`src/rtl/alu_pkg.sv`:
```
// Shared ALU datapath definitions: default operand/digit widths and the
// sequential-subtractor state encoding.
package alu_pkg;

    localparam int unsigned NDefault    = 32;
    localparam int unsigned WDefault    = 8;
    localparam int unsigned CntWDefault = $clog2(NDefault / WDefault);

    typedef enum logic [1:0] {
        StIdle = 2'd0,
        StRun  = 2'd1,
        StDone = 2'd2
    } sub_state_e;

endpackage

```
`src/rtl/sub_slice.sv`:
```
// W-bit combinational subtract slice: diff = a - b - bin, with the borrow out of the top bit.
module sub_slice #(
    parameter int unsigned W = 8
) (
    input  logic [W-1:0] a_i,
    input  logic [W-1:0] b_i,
    input  logic         bin_i,
    output logic [W-1:0] diff_o,
    output logic         bout_o
);

    logic [W:0] wide;

    // The extra top bit of the (W+1)-bit difference is the borrow.
    always_comb begin
        wide   = {1'b0, a_i} - {1'b0, b_i} - {{W{1'b0}}, bin_i};
        diff_o = wide[W-1:0];
        bout_o = wide[W];
    end

endmodule

```
`src/rtl/sub_32_seq.sv`:
```
// Digit-serial N-bit subtractor with borrow-in/out: W bits per cycle through sub_slice,
// start/busy/done handshake, results held in output registers until the next completion.
module sub_32_seq
    import alu_pkg::*;
#(
    parameter int unsigned N = NDefault,
    parameter int unsigned W = WDefault
) (
    input  logic         clk,
    input  logic         rst,
    input  logic         start,
    input  logic [N-1:0] a,
    input  logic [N-1:0] b,
    input  logic         bin,
    output logic         busy,
    output logic         done,
    output logic [N-1:0] res,
    output logic         bout,
    output logic         ovf,
    output logic         zero
);

    localparam int unsigned Digits = N / W;
    localparam int unsigned CntW   = (Digits > 1) ? $clog2(Digits) : 1;
    localparam logic [CntW-1:0] LastCnt = CntW'(Digits - 1);

    sub_state_e    state_q;
    logic [CntW-1:0] cnt_q;
    logic [N-1:0]  a_q, b_q, shadow_q;
    logic          a_sign_q, b_sign_q;
    logic          borrow_q;
    logic          busy_q, done_q, bout_q, ovf_q, zero_q;
    logic [N-1:0]  res_q;

    logic [W-1:0]  slice_diff;
    logic          slice_bout;
    logic [N-1:0]  res_d;
    logic          ovf_d;

    // Operands shift right each step so the current digit is always the low W bits.
    sub_slice #(
        .W(W)
    ) u_slice (
        .a_i   (a_q[W-1:0]),
        .b_i   (b_q[W-1:0]),
        .bin_i (borrow_q),
        .diff_o(slice_diff),
        .bout_o(slice_bout)
    );

    always_comb begin
        res_d = {slice_diff, shadow_q[N-1:W]};
        ovf_d = (a_sign_q != b_sign_q) && (res_d[N-1] != a_sign_q);
    end

    always_ff @(posedge clk) begin
        if (rst) begin
            state_q  <= StIdle;
            cnt_q    <= '0;
            a_q      <= '0;
            b_q      <= '0;
            shadow_q <= '0;
            a_sign_q <= 1'b0;
            b_sign_q <= 1'b0;
            borrow_q <= 1'b0;
            busy_q   <= 1'b0;
            done_q   <= 1'b0;
            res_q    <= '0;
            bout_q   <= 1'b0;
            ovf_q    <= 1'b0;
            zero_q   <= 1'b0;
        end else begin
            done_q <= 1'b0;
            unique case (state_q)
                StIdle, StDone: begin
                    if (start) begin
                        state_q  <= StRun;
                        cnt_q    <= '0;
                        a_q      <= a;
                        b_q      <= b;
                        a_sign_q <= a[N-1];
                        b_sign_q <= b[N-1];
                        borrow_q <= bin;
                        busy_q   <= 1'b1;
                    end else begin
                        state_q <= StIdle;
                    end
                end
                StRun: begin
                    a_q      <= a_q >> W;
                    b_q      <= b_q >> W;
                    shadow_q <= res_d;
                    borrow_q <= slice_bout;
                    cnt_q    <= cnt_q + 1'b1;
                    if (cnt_q == LastCnt) begin
                        state_q <= StDone;
                        busy_q  <= 1'b0;
                        done_q  <= 1'b1;
                        res_q   <= res_d;
                        bout_q  <= slice_bout;
                        ovf_q   <= ovf_d;
                        zero_q  <= (res_d == '0);
                    end
                end
                default: begin
                    state_q <= StIdle;
                    busy_q  <= 1'b0;
                end
            endcase
        end
    end

    assign busy = busy_q;
    assign done = done_q;
    assign res  = res_q;
    assign bout = bout_q;
    assign ovf  = ovf_q;
    assign zero = zero_q;

endmodule

```
`config.mk`:
```
export PLATFORM = sky130hd
export DESIGN_NAME = sub_32_seq
export DESIGN_NICKNAME = d
export VERILOG_FILES = /design/src/rtl/alu_pkg.sv /design/src/rtl/sub_slice.sv /design/src/rtl/sub_32_seq.sv
export SDC_FILE = /design/constraint.sdc
export NUM_CORES = 1
export LEC_CHECK = 0
export BUFFER_PORTS_ARGS = -buffer_cell sky130_fd_sc_hd__buf_2
export CAP_MARGIN = 20
export CORE_MARGIN = 1
export CORE_UTILIZATION = 30
export CTS_CLUSTER_SIZE = 10
export DETAILED_ROUTE_END_ITERATION = 8
export PLACE_DENSITY = 0.59
export SYNTH_ARGS = -nofsm -noshare
export SYNTH_HDL_FRONTEND = slang
export SYNTH_HIERARCHICAL = 1
export SYNTH_SLANG_ARGS = --single-unit
```
`constraint.sdc`:
```
create_clock -name clk -period 3.15 [get_ports clk]
set_clock_uncertainty 0.2 [all_clocks]
set_input_delay 0.4725 -clock clk [delete_from_list [all_inputs] [get_ports clk]]
set_output_delay 0.4725 -clock clk [all_outputs]
set_load 0.005 [all_outputs]
```
After elaboration in Yosys (flattened, before gate mapping)
Index checks and enable logic that the tools add are counted.
- flip-flop bits (word level): 140
- input port bits: 68
- logic and storage cells: 50
- $add $sub $neg: 3
- eq/ne operators: 7
- muxes and demuxes: 15
- reduce and logical (&&, ||, !) cells: 10
- bitwise logic cells: 1
- operators by type and width (kind ; number):
    32-bit case mux with 2 select lines ; 2
    32-bit two-way mux ; 2
    32-bit zero test ; 1
    8-bit by 8-bit subtractor with 9-bit output ; 1
    9-bit by 1-bit subtractor with 9-bit output ; 1
    2-bit case mux with 2 select lines ; 2
    2-bit AND reduction ; 4
    1-bit two-way mux ; 5
    2-bit == test, second input constant ; 2
    2-bit two-way mux ; 2
    2-bit != test, second input constant ; 2
    1-bit case mux with 2 select lines ; 2
    2-bit OR reduction ; 2
    2-bit by 1-bit adder with 2-bit output, second input constant ; 1
    2-bit by 1-bit == test with 1-bit output, second input constant ; 1
    2-bit zero test ; 1
    1-bit != test ; 2
    2-bit nonzero test ; 1
    1-bit logical AND ; 1
    1-bit NOT ; 1

Longest topological paths before layout
- word-level depth: 4
- depth in mapped cells: 11

By module
The synthesis kept the hierarchy.
- by module, submodules not included (module ; area an instance (um^2) ; cells an instance ; sequential area each (um^2) ; times used):
    sub_32_seq ; 5436.5 ; 646 ; 2642.5 ; 1
    sub_slice ; 539.3 ; 73 ; 0.0 ; 1

Worst setup path after synthesis
No wires, ideal clock.
- path type: register to register
- start: reg b_q[0]
- end: reg zero_q (netlist: zero)
- data arrival time: 2321 ps
- cell stages (with the launch flop): 11
- path slack: 528 ps
- library setup time: 101 ps
- data required time: 2849 ps
- clock period less this slack: 2622 ps
- cell sequence: dfxtp_1 inv_1 fa_1 fa_1 nand2b_1 a21oi_2 o21ai_1 xor2_1 nor4_1 nand4_1 o41ai_1
- word-level cells in the longest chain between the ends: 3
- ends and longest elaborated chain (element ; RTL line ; RTL):
    start, declared ; sub_32_seq.sv:29 ; logic [N-1:0] a_q, b_q, shadow_q;
    start signal, assigned ; sub_32_seq.sv:91 ; b_q <= b_q >> W;
    8-bit by 8-bit subtractor with 9-bit output ; sub_slice.sv:16 ; wide = {1'b0, a_i} - {1'b0, b_i} - {{W{1'b0}}, bin_i};
    9-bit by 1-bit subtractor with 9-bit output ; sub_slice.sv:16 ;
    named net slice_diff[6] ; sub_32_seq.sv:35 ; logic [W-1:0] slice_diff;
    32-bit zero test ; sub_32_seq.sv:102 ; zero_q <= (res_d == '0);
    end signal, assigned ; sub_32_seq.sv:102 ;
    end, declared ; sub_32_seq.sv:32 ; logic busy_q, done_q, bout_q, ovf_q, zero_q;
The timed path passes the listed nets, and every way through them passes these cells.
A chain may end at the register's enable or synchronous reset.

Worst setup path after layout
Ends and elaborated chain as after synthesis.

==> results.sh <==
export IMPL_run_status="complete, no violations"
export IMPL_numPortBuffers=104
export IMPL_placed_cells=1043
export IMPL_initial_utilization=0.307
export IMPL_horiz_die_dim_um=143
export IMPL_finalHoldWorstSlack_ps=77.3
export IMPL_final_max_slew_viol_count=0
export IMPL_layout_drive_gt1_share=0.256
export IMPL_regArea_um2=2640
export IMPL_areaGrowthSynthToFinish_pct=22.0
export IMPL_ant_nets=0
export IMPL_ctsLongestPathBuffers=2
export IMPL_final_core_utilization=0.374
export IMPL_final_nets=882
export IMPL_grt_use_total=0.152
export IMPL_cts_tree="yes"
export IMPL_irDropWorstVdd_mv=0.408
export IMPL_final_area_um2=7290
export IMPL_power_density_cell_area_nw_per_um2=655
export IMPL_total_grt_overflow=0
export IMPL_postSynth_asyncResetShare=0
export IMPL_replace_congestion=0.769
export IMPL_max_freq_mhz=355
export IMPL_coreArea_um2=19500
export IMPL_io_pin_count=105
export IMPL_layout_filler_cells=2024
export IMPL_dp_hpwl_um=10200
export IMPL_synth_seq_cells=132
export IMPL_yosysWarningCount=6
export IMPL_cts_clk_slew_worst_paths_ps=60
export IMPL_setup_slack_placement_ps=333
export IMPL_critical_path_sink_type="register"
export IMPL_hold_path_class="in2reg"
export IMPL_grt_pass1_vias=4700
export IMPL_grt_antenna_before_repair=0
export IMPL_netlist_area_um2=5980
export IMPL_setup_viol_count_final=0
export IMPL_finalCriticalPeriod_ps=2810
export IMPL_routed_via_density=4.67
export IMPL_worstMarginPinSlew_ps=621
export IMPL_postCtsSetupRepairBufs=0
export IMPL_maxSlewHeadroom=0.586
export IMPL_floorplan_die_height_um=143
export IMPL_finalHoldViolCount=0
export IMPL_antenna_diode_count=0
export IMPL_cts_hold_repair_buffers=0
export IMPL_syn_avg_cell_area_um2=8.31
export IMPL_dr_first_iter_drc_count=350
export IMPL_final_setup_tns_ps=0
export IMPL_grt_setup_unrepaired="no"
export IMPL_multi_input_comb_area_um2=2940
export IMPL_cts_root_buffer="clkbuf_16"
export IMPL_path_class="reg2reg"
export IMPL_synthesis_nets=804
export IMPL_grt_start_max_net_pins=63
export IMPL_synthCells=719
export IMPL_cp_data_arrival_time_ps=2930
export IMPL_leakagePower_nw=2.86
export IMPL_synth_sequential_area_ratio=0.442
export IMPL_postSynth_topFlopCell="dfxtp_1"
export IMPL_fin_crit_sh=0.894
export IMPL_timing_final_ws_setup_ps=335
export IMPL_detailedRoute_firstPassIterationCount=5
export IMPL_vias=5015
export IMPL_clock_sinks=132
export IMPL_grt_pass1_wl_um=24100
export IMPL_clock_insertion_delay_worst_skew_ps=430
export IMPL_num_rows=51
export IMPL_cap_viol_max_count=0
export IMPL_dpl_cell_area_um2=6650
export IMPL_number_of_remaining_drc_errors=0
export IMPL_finish_cell_count_without_fillers=1075
export IMPL_cp_data_required_time_ps=3270
export IMPL_totalPowerFinal_mw=4.77
export IMPL_synth_cell_type_count=41
export IMPL_postRouteWirelength_um=14900
export IMPL_route_detailed_wl_per_inst_um=13.9
export IMPL_worst_path_max_fanout=4
export IMPL_post_cts_resized=0
export IMPL_die_area_um2=20500
export IMPL_startpoint_type="register"
export IMPL_h_tree_depth=4
export IMPL_number_of_buffers_created_by_cts=17
export IMPL_synth_edff_count=0
-- area by class of cell --
type	instances	area share
inverters	23	0.0118
flip-flops and latches	132	0.363
repair buffers	116	0.0893
well taps	265	0.0455
clock inverters	14	0.0271
multi-input cells	507	0.403
clock buffers	18	0.0603
-- cells by family after synthesis --
group           Yosys count  synth area share
xor+xnor                  5           0.00733
simple gates            343             0.235
flops                   132             0.442
fa+ha+maj                17            0.0381
compound gates          142             0.209
buf+inv                  80            0.0683
-- state kept, by name, indices dropped and copies added, names as in the netlist --
signal,flops
cnt_q,2
done,1
a_q,32
b_q,32
busy,1
a_sign_q,1
ovf,1
bout,1
borrow_q,1
b_sign_q,1
shadow_q,24
state_q,2
res,32
zero,1
-- critical path, cell delays in order, from the launching register on --
cell and delay, ps:
dfxtp_1 330, inv_1 60, fa_1 430, fa_1 400
nand2b_1 170, a21oi_2 220, o21ai_1 110, xor2_1 180
nor4_1 200, nand4_1 120, o41ai_1 290
-- power by group --
part	switching, mW	internal [mW]
combinational	0.466	0.307
sequential	0.0729	1.77
clock	0.798	1.36
total	1.34	3.44
-- cell usage in the layout, fill, tap and decap left out, types with 4 or more instances in the layout --
cell	netlist	layout
nand2_1	234	234
dfxtp_1	132	132
buf_2	26	103
a21oi_1	79	79
nor2_1	58	58
a311oi_2	49	49
inv_1	23	23
nand3_1	21	21
clkbuf_16	0	17
ha_1	15	15
buf_4	8	10
nor4_1	8	8
inv_6	0	6
bufinv_16	0	4
-- worst paths after layout --
check                           slack, ps  cells after the start     from  endpoint
worst max-delay path                  340                     10   b_q[0]      zero
worst min-delay path                   80                      3    b[24]   b_q[24]
worst max register to register        340                     10   b_q[0]      zero
worst min register to register        250                      2  res[15]   res[15]
-- routing by layer --
metal  track usage  part of all wire  routed length (µm)
met3        0.0416             0.041                 611
met4        0.0555             0.013                 189
met1         0.200              0.50                7400
met5             0                 0                   0
met2         0.236              0.45                6710
-- cell usage after synthesis (8+ instances only) --
| cell type | n | share of area |
|---|---|---|
| a311oi_2 | 49 | 0.12 |
| buf_2 | 26 | 0.022 |
| ha_1 | 15 | 0.031 |
| nand3_1 | 21 | 0.018 |
| clkbuf_1 | 14 | 0.0088 |
| nand2_1 | 234 | 0.15 |
| a21oi_1 | 79 | 0.066 |
| buf_4 | 8 | 0.010 |
| nor4_1 | 8 | 0.0084 |
| nor2_1 | 58 | 0.036 |
| dfxtp_1 | 132 | 0.44 |
| inv_1 | 23 | 0.014 |
Power figures use the tool's default switching activity.
